<file path="config.mk">
export PLATFORM = sky130hd
export DESIGN_NAME = block_dispatcher
export DESIGN_NICKNAME = d
export VERILOG_FILES = /design/src/rtl/block_dispatcher.sv
export SDC_FILE = /design/constraint.sdc
export NUM_CORES = 1
export LEC_CHECK = 0
export ABC_AREA = 1
export CAP_MARGIN = 0
export CORE_MARGIN = 5
export CORE_UTILIZATION = 35
export DETAILED_ROUTE_END_ITERATION = 12
export PLACE_DENSITY = 0.72
export SYNTH_ARGS = -nofsm -noshare
export SYNTH_HDL_FRONTEND = slang
export SYNTH_SLANG_ARGS = --single-unit
</file>
<file path="constraint.sdc">
create_clock -name clock -period 6.9 [get_ports clock]
set_clock_uncertainty 0.2 [all_clocks]
set_input_delay 1.725 -clock clock [delete_from_list [all_inputs] [get_ports clock]]
set_output_delay 1.725 -clock clock [all_outputs]
set_load 0.05 [all_outputs]
</file>
<file path="src/rtl/block_dispatcher.sv">
// Dynamic block dispatcher: hands kernel block indices to NUM_PB processing blocks as slots free up.
// Latency: first pb_start one edge after launch acceptance; then at most one dispatch per edge.
// Backpressure: launch_ready low outside IDLE; dispatch stalls while no slot is free in busy_mask.
//
// Ports:
//   clock, reset                  rising-edge clock, asynchronous active-high reset
//   launch_valid/launch_ready     kernel launch handshake; launch_blocks sampled on handshake
//   pb_finished[NUM_PB]           per-PB completion pulse for the block it was given
//   pb_start[NUM_PB]              per-PB start pulse; index in pb_block_idx[p*IDX_W +: IDX_W]
//   busy_mask[NUM_PB]             per-PB slot occupied
//   blocks_retired                completed blocks of the current kernel
//   kernel_done                   one-cycle pulse when every launched block has retired
//   err_spurious                  sticky: completion pulse seen on an idle slot
module block_dispatcher #(
    parameter int NUM_PB = 8,
    parameter int IDX_W  = 16
) (
    input  logic                    clock,
    input  logic                    reset,
    input  logic                    launch_valid,
    input  logic [IDX_W-1:0]        launch_blocks,
    output logic                    launch_ready,
    input  logic [NUM_PB-1:0]       pb_finished,
    output logic [NUM_PB-1:0]       pb_start,
    output logic [NUM_PB*IDX_W-1:0] pb_block_idx,
    output logic [NUM_PB-1:0]       busy_mask,
    output logic [IDX_W-1:0]        blocks_retired,
    output logic                    kernel_done,
    output logic                    err_spurious
);

    typedef enum logic [1:0] {
        ST_IDLE = 2'd0,
        ST_RUN  = 2'd1,
        ST_DONE = 2'd2
    } state_t;

    state_t                    state_q, state_d;
    logic [IDX_W-1:0]          total_q, total_d;
    logic [IDX_W-1:0]          next_idx_q, next_idx_d;
    logic [IDX_W-1:0]          retired_d;
    logic [NUM_PB-1:0]         busy_d;
    logic [NUM_PB-1:0]         start_d;
    logic [NUM_PB*IDX_W-1:0]   idx_d;
    logic                      done_d;
    logic                      err_d;

    logic [NUM_PB-1:0]         fin_hit;
    logic [NUM_PB-1:0]         fin_spur;
    logic [NUM_PB-1:0]         free_slots;
    logic [NUM_PB-1:0]         pick;
    logic [IDX_W-1:0]          fin_cnt;

    assign launch_ready = (state_q == ST_IDLE);

    // Finishes only count against occupied slots; anything else is a protocol error.
    assign fin_hit    = pb_finished & busy_mask;
    assign fin_spur   = pb_finished & ~busy_mask;
    assign free_slots = ~busy_mask;
    // Two's-complement trick isolates the lowest set bit: lowest-index free slot.
    assign pick       = free_slots & (~free_slots + NUM_PB'(1));

    always_comb begin
        fin_cnt = '0;
        for (int p = 0; p < NUM_PB; p++) begin
            fin_cnt = fin_cnt + IDX_W'(fin_hit[p]);
        end
    end

    always_ff @(posedge clock or posedge reset) begin
        if (reset) begin
            state_q        <= ST_IDLE;
            total_q        <= '0;
            next_idx_q     <= '0;
            blocks_retired <= '0;
            busy_mask      <= '0;
            pb_start       <= '0;
            pb_block_idx   <= '0;
            kernel_done    <= 1'b0;
            err_spurious   <= 1'b0;
        end else begin
            state_q        <= state_d;
            total_q        <= total_d;
            next_idx_q     <= next_idx_d;
            blocks_retired <= retired_d;
            busy_mask      <= busy_d;
            pb_start       <= start_d;
            pb_block_idx   <= idx_d;
            kernel_done    <= done_d;
            err_spurious   <= err_d;
        end
    end

    always_comb begin
        state_d    = state_q;
        total_d    = total_q;
        next_idx_d = next_idx_q;
        retired_d  = blocks_retired;
        busy_d     = busy_mask;
        start_d    = '0;
        idx_d      = pb_block_idx;
        done_d     = 1'b0;
        err_d      = err_spurious | (|fin_spur);

        case (state_q)
            ST_IDLE: begin
                if (launch_valid) begin
                    total_d    = launch_blocks;
                    next_idx_d = '0;
                    retired_d  = '0;
                    // A new kernel starts with a clean error flag; only this cycle's
                    // stray pulses can mark it.
                    err_d      = |fin_spur;
                    if (launch_blocks == '0) begin
                        state_d = ST_DONE;
                        done_d  = 1'b1;
                    end else begin
                        state_d = ST_RUN;
                    end
                end
            end

            ST_RUN: begin
                busy_d    = busy_mask & ~fin_hit;
                retired_d = blocks_retired + fin_cnt;
                // Dispatch looks only at the pre-edge busy_mask, so a slot freed this
                // edge is reused no earlier than the next one.
                if ((next_idx_q < total_q) && (|free_slots)) begin
                    start_d    = pick;
                    busy_d     = busy_d | pick;
                    next_idx_d = next_idx_q + IDX_W'(1);
                    for (int p = 0; p < NUM_PB; p++) begin
                        if (pick[p]) begin
                            idx_d[p*IDX_W +: IDX_W] = next_idx_q;
                        end
                    end
                end
                if (retired_d == total_q) begin
                    state_d = ST_DONE;
                    done_d  = 1'b1;
                end
            end

            ST_DONE: begin
                state_d = ST_IDLE;
            end

            default: begin
                state_d = ST_IDLE;
            end
        endcase
    end

endmodule

</file>
After elaboration in Yosys (flattened, before gate mapping)
Cells that the tools add are included.
- reduce and logical (&&, ||, !) cells: 18
- bitwise logic cells: 9
- $add $sub $neg: 10
- magnitude comparators: 1
- equal/unequal tests: 5
- mux-type cells: 17
- operators with widths (cell ; number):
    16-bit one-hot mux with 2 select lines ; 2
    8-bit AND ; 4
    16-bit 2-to-1 mux ; 2
    3-bit AND reduction ; 9
    8-bit 2-to-1 mux ; 3
    8-bit NOT ; 3
    16-bit by 1-bit adder with 16-bit output (second input constant) ; 1
    16-bit by 8-bit adder with 16-bit output ; 1
    16-bit == test ; 1
    16-bit zero test ; 1
    16-bit < comparator ; 1
    8-bit OR reduction ; 2
    7-bit by 1-bit adder with 8-bit output ; 1
    8-bit by 1-bit adder with 8-bit output (second input constant) ; 1
    8-bit bitwise OR ; 1
    6-bit by 1-bit adder with 7-bit output ; 1
    5-bit by 1-bit adder with 6-bit output ; 1
    2-bit 2-to-1 mux ; 3
    2-bit inequality test (second input constant) ; 3
    2-bit AND reduction ; 3
    4-bit by 1-bit adder with 5-bit output ; 1
    1-bit 2-to-1 mux ; 5
    3-bit by 1-bit adder with 4-bit output ; 1
    2-bit one-hot mux with 2 select lines ; 1
    8 further kinds ; 8
- register bits after elaboration: 196
- word-level logic and storage cells: 76

Depth between registers and ports, before layout
Gate-level depths: netlist of run 1.
- word-level depth: 12
- gate-level depth with buffers: 25
- depth with buffers taken out: 25

Least setup slack after synthesis of run 1
No wires, ideal clock.
- kind: input to register
- start: input port pb_finished[0]
- end: register kernel_done
- cell stages on the path: 20
- path buffers: 0
- setup slack: 1.209 ns
- required time: 6.631 ns
- data arrival time: 5.422 ns
- path through: nand2_1 > inv_1 > fa_1 > inv_1 > fa_1 > inv_1 > fa_1 > fa_1 > inv_1 > fa_1 > or2_2 > a22oi_1 > nand3_1 > nor2_1 > nand2_1 > nor2_1 > nand3_1 > nor2_1 > nand2_1 > nand2_1
- longest elaborated chain between the ends: 12
- RTL lines (element ; RTL line ; text):
    start, declared ; 23 ; input logic [NUM_PB-1:0] pb_finished,
    8-bit AND ; 57 ; assign fin_hit = pb_finished & busy_mask;
    1-bit by 1-bit adder with 2-bit output ; 66 ; fin_cnt = fin_cnt + IDX_W'(fin_hit[p]);
    2-bit by 1-bit adder with 3-bit output ; 66 ;
    3-bit by 1-bit adder with 4-bit output ; 66 ;
    4-bit by 1-bit adder with 5-bit output ; 66 ;
    5-bit by 1-bit adder with 6-bit output ; 66 ;
    6-bit by 1-bit adder with 7-bit output ; 66 ;
    7-bit by 1-bit adder with 8-bit output ; 66 ;
    16-bit by 8-bit adder with 16-bit output ; 125 ; retired_d = blocks_retired + fin_cnt;
    16-bit == test ; 138 ; if (retired_d == total_q) begin
    1-bit 2-to-1 mux ; 138 ;
    1-bit one-hot mux with 2 select lines ; 105 ; case (state_q)
    via done_d ; 45 ; logic done_d;
    end signal, assigned ; 89 ; kernel_done <= done_d;
    end, declared ; 28 ; output logic kernel_done,
The timed path passes the listed nets, and every way through them passes these cells.
A chain may end at the register's enable or synchronous reset.

Worst setup path in the final report of run 1
Ends and elaborated chain as after synthesis.

==> out/metrics.yaml, run 1 <==
outcome:
  status: "finished clean"
power:
  pwr-share-clk_pct: 21.1
  p_int_mw: 2.53
  p_total_mw: 4.84
  leakage_nw: 5.99
  ir_worst_vdd_uv: 154
  p_sw_share_pct: 47.8
  pwr-share-seq_pct: 33.5
  power.density_nw_per_um2: 398
  combinationalPowerShare_pct: 45.5
  power_switching_mw: 2.32
floorplan:
  die_h_um: 175
  pin_count: 190
  die_w_um: 175
  rows: 60
  start_util_pct: 35.4
  core_area_um2: 26800
  dieArea_um2: 30500
clocking:
  cts-root-buf: "clkbuf_16"
  clk_path_buf_depth: 2
  cts_setup_buffers: 0
  cts-htree-levels: 4
  clkLatencyLatePin_ns: 0.43
  cts.sinks: 196
  cts_resized: 0
  cts_tree: "yes"
  cts_made_buffers: 17
  clk_pin_slew_ns: 0.07
  ctsHoldBuffers: 0
global_routing:
  gr-total-overflow: 0
  antenna_found_initial: 0
  grt_pass1_wl_mm: 46.3
  grt_max_degree: 158
  grt_usage_pct: 19.0
  grt_pass1_vias: 8345
timing:
  setup_viol: 0
  max_freq_ghz: 0.164
  hold_viol_final: 0
  layout_setup_ws_ns: 0.806
  tightest_slew_ns: 0.949
  rsz0062_at_grt: "no"
  relSlewSlack_pct: 36.6
  final_max_slew_viol_count: 0
  period_needed_ns: 6.09
  fin_crit_sh_pct: 88.3
  setup-tns-final_ns: 0
place:
  place_congestion: 0.883
  placedCellCount: 1651
  dp_slack_ns: 0.372
  port_buffers: 189
  dp_hpwl_mm: 20.2
setup_path:
  crit_path_end_kind: "register"
  crit_arrival_ns: 6.26
  cp_max_fo: 3
  crit_required_ns: 7.07
  cp-start-kind: "input port"
  worstSetupPathType: "in2reg"
  reg2reg_from: "busy_mask[0]"
  worstSetupStartpoint: "pb_finished[0]"
detailed_routing:
  drc: 0
  post_drt_wl_per_cell_um: 17.1
  drt_iter0_drc: 809
  dr.pass1.iters: 7
  viasPerCell: 5.02
  ant_nets: 0
  vias: 8441
  wl_mm: 28.8
logic_synthesis:
  synthMuxAreaShare_pct: 0
  ys_ff_latch: 196
  synth_top_family_by_area: "simple AND/OR/NAND/NOR gates"
  synth_xor_area_share_pct: 0.738
  netlist.top_cell.by_area: "dfrtp_1"
  syn_avg_cell_area_um2: 8.11
  synth_area_um2: 9490
  ys_warn_count: 0
  synthCells: 1170
  yosysTopAreaCellShare_pct: 51.7
  synth_compound_area_share_pct: 5.83
  syn_nets: 1224
  synthSimpleGateAreaFrac_pct: 30.2
  synth_fa_ha_area_share_pct: 3.96
  seq_area_frac_synth_pct: 51.7
  synth.distinct_cells: 36
  synth.area.top_cells: "dfrtp_1, nand2_1, nand3_1"
finish:
  layout_common_cells: "nand2_1, dfrtp_1, clkdlybuf4s50_1"
  final_common_cell: "nand2_1"
  fin_cells: 1683
  nNetsFinal: 1383
  area_growth_pct: 28.1
  drive_gt1_share_pct: 5.44
  antenna_cells: 0
hold_path:
  hp-class: "reg2reg"
  min_from: "pb_block_idx[124]"
job:
  cap_violations: 0
## layout make-up
type | instances | area, um2
multi-input combinational | 816 | 3870
inverter | 105 | 398
fill | 2595 | 14600
timing repair buffer | 193 | 1930
clock inverter | 14 | 178
sequential | 196 | 4900
clock buffer | 18 | 439
tap | 341 | 427
## cells in the mapped netlist
cell type  count
nand2_1      457
dfrtp_1      196
nand3_1      115
inv_1         96
nor2_1        47
o21ai_0       45
o21ai_1       37
ha_1          22
clkbuf_1      18
nand4_1       18
buf_2         15
a21oi_1       13
buf_4         10
nor2_2        10
buf_6          9
inv_2          8
nor3_1         8
nand2_2        7
o22ai_1        6
fa_1           5
xnor2_1        4
xor2_1         4
or2_2          3
a221oi_1       2
a22oi_1        2
nand2_4        2
nor4_1         2
a211oi_1       1
buf_1          1
clkinv_1       1
nand3_2        1
nand3_4        1
nand4_4        1
nor2_8         1
nor4_2         1
or2_0          1
## stage by stage
stage / utilization, % / hold WS (ns) / area, um2
4_1_cts: 45.4 / 0.279 / 12200
5_1_grt: 45.4 / 0.294 / 12200
3_5_place_dp: 43.0 / 0.261 / 11500
2_1_floorplan: - / 0.253 / 9490
3_3_place_gp: 43.0 / 0.254 / 11500
6_report: 45.4 / 0.279 / 12200
## power groups by stage
stage          Sequential, mW  Clock (mW)  Combinational (mW)
3_5_place_dp             1.64           0                2.20
2_1_floorplan            2.04           0                1.12
4_1_cts                  1.62        1.04                2.21
6_report                 1.62        1.02                2.20
3_3_place_gp             1.63           0                2.16
5_1_grt                  1.65        1.09                2.42
## registers in the layout (all words and copies together) (netlist names)
signal,cells
err_spurious,1
state_q,2
blocks_retired,16
pb_block_idx,128
pb_start,8
total_q,16
busy_mask,8
kernel_done,1
next_idx_q,16
## worst max-delay path: stages
cell	delay, ns
clkdlybuf4s50_1	0.42
nand2_1	0.08
inv_1	0.06
fa_1	0.50
inv_1	0.06
fa_1	0.54
inv_1	0.06
fa_1	0.51
fa_1	0.49
inv_1	0.09
fa_1	0.45
or2_2	0.31
a22oi_1	0.21
nand3_1	0.11
nor2_1	0.11
nand2_1	0.05
nor2_1	0.11
nand3_1	0.10
nor2_1	0.10
nand2_1	0.07
nand2_1	0.09
## per-layer routing
metal	GRT usage, %	vias to the layer above	share of wire [%]
met4	6.35	0	2.9
met3	3.42	55	5.8
li1	-	4038	-
met5	0	-	0
met1	25.6	4048	45
met2	31.0	300	47
## worst paths after layout
| kind | cells after the start | to | slack (ns) |
|---|---|---|---|
| setup / recovery | 21 | kernel_done | 0.81 |
| max in group asynchronous | 3 | pb_block_idx[10] | 3.55 |
| setup reg to reg | 20 | kernel_done | 2.02 |
| hold / removal | 2 | pb_block_idx[124] | 0.28 |
| min in group asynchronous | 2 | blocks_retired[7] | 1.65 |
| hold reg to reg | 2 | pb_block_idx[124] | 0.28 |
## cells by family (layout without fill, tap and decap cells)
kind of cell | count (synthesis) | in the layout
compound gates | 106 | 106
flops | 196 | 196
fa+ha+maj | 27 | 27
buf+inv | 158 | 330
simple gates | 675 | 675
xor+xnor | 8 | 8
Note: power is estimated with default switching activity, not from simulation.
==> run 2: changes to the inputs <==
==> constraint.sdc (replaced) <==
create_clock -name clock -period 5.4 [get_ports clock]
set_clock_uncertainty 0.2 [all_clocks]
set_input_delay 1.35 -clock clock [delete_from_list [all_inputs] [get_ports clock]]
set_output_delay 1.35 -clock clock [all_outputs]
set_load 0.05 [all_outputs]
==> run 2 against run 1 <==
  * Power up 30%
  * Design area up 1.6%
  * Worst setup slack worse by 0.51 ns
  * Wire length up 1.7%
  * Count of clock-buffer cells in the layout unchanged
  * Sequential share of layout area down 0.63 points
  * Sequential cell count unchanged
  * Critical path depth is the same
  * Combinational power up 34%
  * Non-clock buffer count is 21 higher
  * Critical path type unchanged
==> out/metrics.yaml, run 2 (synthesized netlist as in run 1, its figures left out) <==
global_routing:
  use_met2_pct: 31.5  # +0.50 points
  grt_usage_pct: 19.2  # +0.27 points
  grt_pass1_wl_mm: 46.8  # +1.1%
  use_met3_pct: 3.27  # -0.15 points
  gr-total-overflow: 0  # unchanged
  gr-usage-met1_pct: 25.8  # +0.16 points
  busiest_layer: "met2"
  grt_pass1_vias: 8442  # +1.2%
  grt_max_degree: 92  # -42%
  antenna_found_initial: 0  # unchanged
finish:
  area_growth_pct: 30.1
  regMostFlops: "pb_block_idx"
  antenna_cells: 0  # unchanged
  final_common_cell: "nand2_1"
  multiInputGateArea_um2: 3910  # +0.94%
  seq_area_um2: 4900  # unchanged
  nNetsFinal: 1404  # +1.5%
  fill_cells: 2594  # -0.039%
  largest_register_ffs: 128  # unchanged
  drive_gt1_share_pct: 7.85  # +2.4 points
  stdcell_area_um2: 12300  # +1.6%
  layout_common_cells: "nand2_1, dfrtp_1, clkdlybuf4s50_1"
  fin_cells: 1704  # +1.2%
detailed_routing:
  ant_nets: 0  # unchanged
  viasPerCell: 4.98  # -0.65%
  dr.pass1.iters: 8  # +1
  post_drt_wl_per_cell_um: 17.2  # +0.48%
  vias: 8491  # +0.59%
  wl_mm: 29.3  # +1.7%
  drc: 0  # unchanged
  drt_iter0_drc: 729  # -9.9%
timing:
  setup_viol: 0  # unchanged
  tightest_slew_ns: 0.928  # -0.0213 ns
  rsz0062_at_grt: "no"
  setup-tns-final_ns: 0  # unchanged
  whs_ns: 0.278  # -0.000578 ns
  final_max_slew_viol_count: 0  # unchanged
  hold_viol_final: 0  # unchanged
  period_needed_ns: 5.10
  max_freq_ghz: 0.196
  fin_crit_sh_pct: 94.5
  relSlewSlack_pct: 38.0  # +1.4 points
clocking:
  cts_made_buffers: 17  # unchanged
  clk_path_buf_depth: 2  # unchanged
  cts-htree-levels: 4  # unchanged
  clk_pin_slew_ns: 0.08  # about the same
  cts-root-buf: "clkbuf_16"
  clkLatencyLatePin_ns: 0.44  # about the same
  cts_tree: "yes"
  cts.sinks: 196  # unchanged
setup_path:
  crit_path_end_kind: "register"
  worstRegToRegCells: 20  # unchanged
  cp_max_fo: 3  # unchanged
  crit_arrival_ns: 5.27  # -0.99 ns
  worstSetupPathType: "in2reg"
  crit_required_ns: 5.57  # -1.50 ns
  cp-start-kind: "input port"
place:
  place_congestion: 0.891  # +0.88%
  placedCellCount: 1672  # +1.3%
  dp_hpwl_mm: 20.8  # +3.1%
  port_buffers: 189  # unchanged
  placed_area_um2: 11700  # +1.4%
floorplan:
  rows: 60  # unchanged
  core_area_um2: 26800  # unchanged
  die_h_um: 175  # unchanged
  pin_count: 190  # unchanged
  die_w_um: 175  # unchanged
  dieArea_um2: 30500  # unchanged
  start_util_pct: 35.4  # unchanged
power:
  power.density_nw_per_um2: 512  # +28%
  leakage_nw: 6.10  # +1.9%
  ir_worst_vdd_uv: 258  # +68%
hold_path:
  hold_depth: 2  # unchanged
  hp-class: "reg2reg"
job:
  cap_violations: 0  # unchanged
outcome:
  status: "finished clean"
run 2: cell count changes in the layout (fill, tap and decap cells not counted), moves of 2 or more:
cell	delta
inv_8	+2
dlymetal6s2s_1	+2
inv_2	+5
inv_1	-5
nand2_2	+3
clkdlybuf4s50_1	-2
nor2_1	-2
nand2_1	-3
buf_4	+21
run 2: final cells by class:
type | instances | share of cell area (%)
multi-input cells | 816 | 31.7
clock buffers | 18 | 3.48
inverters | 105 | 3.22
clock inverters | 14 | 1.48
flip-flops and latches | 196 | 39.7
repair buffers | 214 | 17.0
well taps | 341 | 3.46
run 2: worst paths after layout:
path                                    from                 to  slack, ns
min in group asynchronous              reset  blocks_retired[1]       1.18
max in group asynchronous              reset   pb_block_idx[75]       2.92
hold / removal             pb_block_idx[126]  pb_block_idx[126]       0.28
hold reg to reg            pb_block_idx[126]  pb_block_idx[126]       0.28
setup / recovery              pb_finished[2]        kernel_done       0.30
setup reg to reg                busy_mask[0]        kernel_done       0.88
run 2: what timing repair did:
item / in CTS / in global routing
setup buffers: 0 / 0
pin swaps: 2 / 15
resized for setup: 2 / 17
endpoints found under the setup margin: 3 / 4
hold buffers: 0 / 0
run 2: stage by stage:
step           power [mW]  setup slack [ns]  util, %
3_5_place_dp         4.99            -0.669     43.6
5_1_grt              6.74            0.0657     46.1
4_1_cts              6.32          0.000203     45.9
6_report             6.32             0.297     46.1
3_3_place_gp         4.94            -0.627     43.6
2_1_floorplan        4.04            0.0835        -
run 2: worst max-delay path, stage by stage:
cell and delay, ns:
dlymetal6s2s_1 0.15, nand2_2 0.08, inv_2 0.04, fa_1 0.51, inv_2 0.04, fa_1 0.49
inv_2 0.04, fa_1 0.48, fa_2 0.39, inv_2 0.07, fa_1 0.44, or2_4 0.25
a22oi_2 0.18, nand3_1 0.11, nor2_1 0.11, nand2_1 0.07, nor2_2 0.12, nand3_1 0.09
nor2_1 0.10, nand2_1 0.07, nand2_1 0.09
run 2: routing by layer:
metal | part of all wire (%) | wire length, um
met1 | 44 | 12800
met2 | 47 | 13800
met3 | 6.4 | 1860
met4 | 3.0 | 874
met5 | 0 | 0
run 2: power by group:
| part | internal [mW] | switching [mW] | leakage [nW] | total (mW) |
|---|---|---|---|---|
| Sequential | 1.74 | 0.327 | 2.63 | 2.07 |
| Clock | 0.635 | 0.673 | 0.295 | 1.31 |
| Combinational | 0.928 | 2.01 | 3.18 | 2.94 |
| Total | 3.31 | 3.01 | 6.10 | 6.32 |
==> run 3: changes to the inputs <==
--- a/config.mk
+++ b/config.mk
@@ -10,7 +10,8 @@
 export CORE_MARGIN = 5
 export CORE_UTILIZATION = 35
 export DETAILED_ROUTE_END_ITERATION = 12
-export PLACE_DENSITY = 0.72
+export PLACE_DENSITY = 0.7
+export SLEW_MARGIN = 20
 export SYNTH_ARGS = -nofsm -noshare
 export SYNTH_HDL_FRONTEND = slang
 export SYNTH_SLANG_ARGS = --single-unit
==> constraint.sdc (replaced) <==
create_clock -name clock -period 5.6 [get_ports clock]
set_clock_uncertainty 0.2 [all_clocks]
set_input_delay 1.4 -clock clock [delete_from_list [all_inputs] [get_ports clock]]
set_output_delay 1.4 -clock clock [all_outputs]
set_load 0.05 [all_outputs]
==> run 3 against run 2 <==
  * Global-route usage down 0.24 points
  * Critical path depth unchanged
  * Wire length down 0.77%
  * First-iteration DRC count down 16%
  * Highest routed layer unchanged
==> out/metrics.yaml, run 3 (synthesized netlist as in run 1, its figures left out) <==
outcome:
  status: "finished clean"
power:
  pwr-share-seq_pct: 32.6  # -0.2 points
  p_int_mw: 3.21  # -3.0%
  power_switching_mw: 2.90  # -3.6%
  p_sw_share_pct: 47.5  # -0.16 points
  combinationalPowerShare_pct: 46.7  # +0.2 points
  ir_worst_vdd_uv: 227  # -12%
  pwr-share-clk_pct: 20.7  # about the same
  power.density_nw_per_um2: 494  # -3.5%
  leakage_nw: 6.12  # +0.26%
setup_path:
  cp_max_fo: 2  # -1
  worstRegToRegCells: 21  # +5.0%
  worstSetupStartpoint: "pb_finished[0]"
  ff2ff_setup_slack_ns: 1.05  # +0.17 ns
  cp-start-kind: "input port"
  crit_required_ns: 5.76  # +0.19 ns
  reg2reg_from: "busy_mask[0]"
  crit_path_end_kind: "register"
  crit_arrival_ns: 5.29  # +0.02 ns
  r2r-end: "kernel_done"
  worstSetupPathType: "in2reg"
hold_path:
  hp-class: "reg2reg"
  hold_depth: 2  # unchanged
  min_from: "pb_block_idx[125]"
  min_delay_worst_endpoint: "pb_block_idx[125]"
clocking:
  cts_made_buffers: 17  # unchanged
  clk_pin_slew_ns: 0.08  # about the same
  cts-root-buf: "clkbuf_16"
  cts-htree-levels: 4  # unchanged
  cts.sinks: 196  # unchanged
  cts_tree: "yes"
  clk_path_buf_depth: 2  # unchanged
  clkLatencyLatePin_ns: 0.43  # about the same
finish:
  multiInputGateArea_um2: 3910  # about the same
  fin_cells: 1705  # +0.059%
  finish.utilization_pct: 46.2  # +0.11 points
  regMostFlops: "pb_block_idx"
  area_growth_pct: 30.4
  antenna_cells: 0  # unchanged
  fill_cells: 2580  # -0.54%
  layout_common_cells: "nand2_1, dfrtp_1, clkdlybuf4s50_1"
  final_common_cell: "nand2_1"
  nNetsFinal: 1405  # +0.071%
  drive_gt1_share_pct: 7.70  # -0.15 points
  largest_register_ffs: 128  # unchanged
  stdcell_area_um2: 12400  # +0.23%
  seq_area_um2: 4900  # unchanged
floorplan:
  die_w_um: 175  # unchanged
  die_h_um: 175  # unchanged
  dieArea_um2: 30500  # unchanged
  rows: 60  # unchanged
  core_area_um2: 26800  # unchanged
  pin_count: 190  # unchanged
  start_util_pct: 35.4  # unchanged
global_routing:
  grt_max_degree: 82  # -11%
  grt_pass1_vias: 8205  # -2.8%
  gr-total-overflow: 0  # unchanged
  grt_pass1_wl_mm: 46.1  # -1.3%
  grt_usage_pct: 19.0  # -0.24 points
  antenna_found_initial: 0  # unchanged
timing:
  setup_viol: 0  # unchanged
  max_freq_ghz: 0.195
  hold_viol_final: 0  # unchanged
  fin_crit_sh_pct: 91.7
  final_max_slew_viol_count: 0  # unchanged
  rsz0062_at_grt: "no"
  layout_setup_ws_ns: 0.467  # +0.170 ns
  setup-tns-final_ns: 0  # unchanged
  tightest_slew_ns: 0.782  # -0.146 ns
  period_needed_ns: 5.13
  relSlewSlack_pct: 47.9  # +9.9 points
detailed_routing:
  dr.pass1.iters: 8  # unchanged
  wl_mm: 29.0  # -0.77%
  drc: 0  # unchanged
  post_drt_wl_per_cell_um: 17.0  # -0.83%
  vias: 8461  # -0.35%
  drt_iter0_drc: 613  # -16%
  viasPerCell: 4.96  # -0.41%
  ant_nets: 0  # unchanged
place:
  dp_hpwl_mm: 20.8  # -0.18%
  dp_slack_ns: -0.542  # +0.128 ns
  placed_area_um2: 11700  # +0.15%
  place_congestion: 0.931  # +4.5%
  placedCellCount: 1671  # -0.060%
  port_buffers: 189  # unchanged
job:
  cap_violations: 0  # unchanged
-- run 3: changes by cell type in the layout (fill, tap and decap cells not counted), sizes merged --
| cell | before | now |
|---|---|---|
| inv | 110 | 111 |
| clkinv | 8 | 7 |
| buf | 25 | 26 |
-- run 3: final cells by class --
cell class | count | share of cell area, %
flip-flops and latches | 196 | 39.6
multi-input cells | 816 | 31.6
repair buffers | 215 | 17.2
clock buffers | 18 | 3.47
well taps | 341 | 3.45
inverters | 105 | 3.21
clock inverters | 14 | 1.44
-- run 3: worst max-delay path, cell delays in order --
cell	delay, ns
dlymetal6s2s_1	0.13
nand2_1	0.07
inv_1	0.06
fa_1	0.50
inv_1	0.06
fa_1	0.53
inv_1	0.05
fa_1	0.46
fa_2	0.37
inv_2	0.07
fa_1	0.43
or2_4	0.26
a22oi_2	0.17
nand3_1	0.10
nor2_1	0.10
nand2_1	0.07
nor2_2	0.11
nand3_1	0.08
nor2_1	0.11
nand2_1	0.07
nand2_1	0.08
-- run 3: timing repair --
action,4_1_cts,5_1_grt
endpoints found under the hold margin,0,0
hold buffers,0,0
gates resized for setup,2,13
setup endpoints to repair,2,4
pin swaps,0,10
buffers inserted,0,2
-- run 3: worst max path at each step --
stage	end	cells past startpoint
floorplan	kernel_done	20
global placement	state_q[1]	21
detailed placement	kernel_done	21
CTS	kernel_done	21
global route	kernel_done	21
finish	kernel_done	21
-- run 3: per-layer routing --
layer | global-route usage [%] | vias up | part of all wire, %
met5 | 0 | - | 0
met3 | 2.70 | 47 | 4.9
met4 | 7.20 | 0 | 3.0
li1 | - | 4075 | -
met2 | 30.8 | 269 | 47
met1 | 26.0 | 4070 | 45
-- run 3: power by group through the flow --
| stage | combinational (mW) | clock (mW) | sequential [mW] |
|---|---|---|---|
| finish | 2.85 | 1.27 | 1.99 |
| global route | 3.15 | 1.35 | 2.03 |
| CTS | 2.82 | 1.28 | 1.99 |
| detailed placement | 2.80 | 0 | 2.01 |
| global placement | 2.76 | 0 | 2.01 |
| floorplan | 1.38 | 0 | 2.52 |
-- run 3: metrics by stage --
stage / hold slack (ns) / total power [mW]
2_1_floorplan: 0.253 / 3.90
3_3_place_gp: 0.253 / 4.76
3_5_place_dp: 0.258 / 4.81
4_1_cts: 0.278 / 6.09
5_1_grt: 0.291 / 6.52
6_report: 0.275 / 6.11
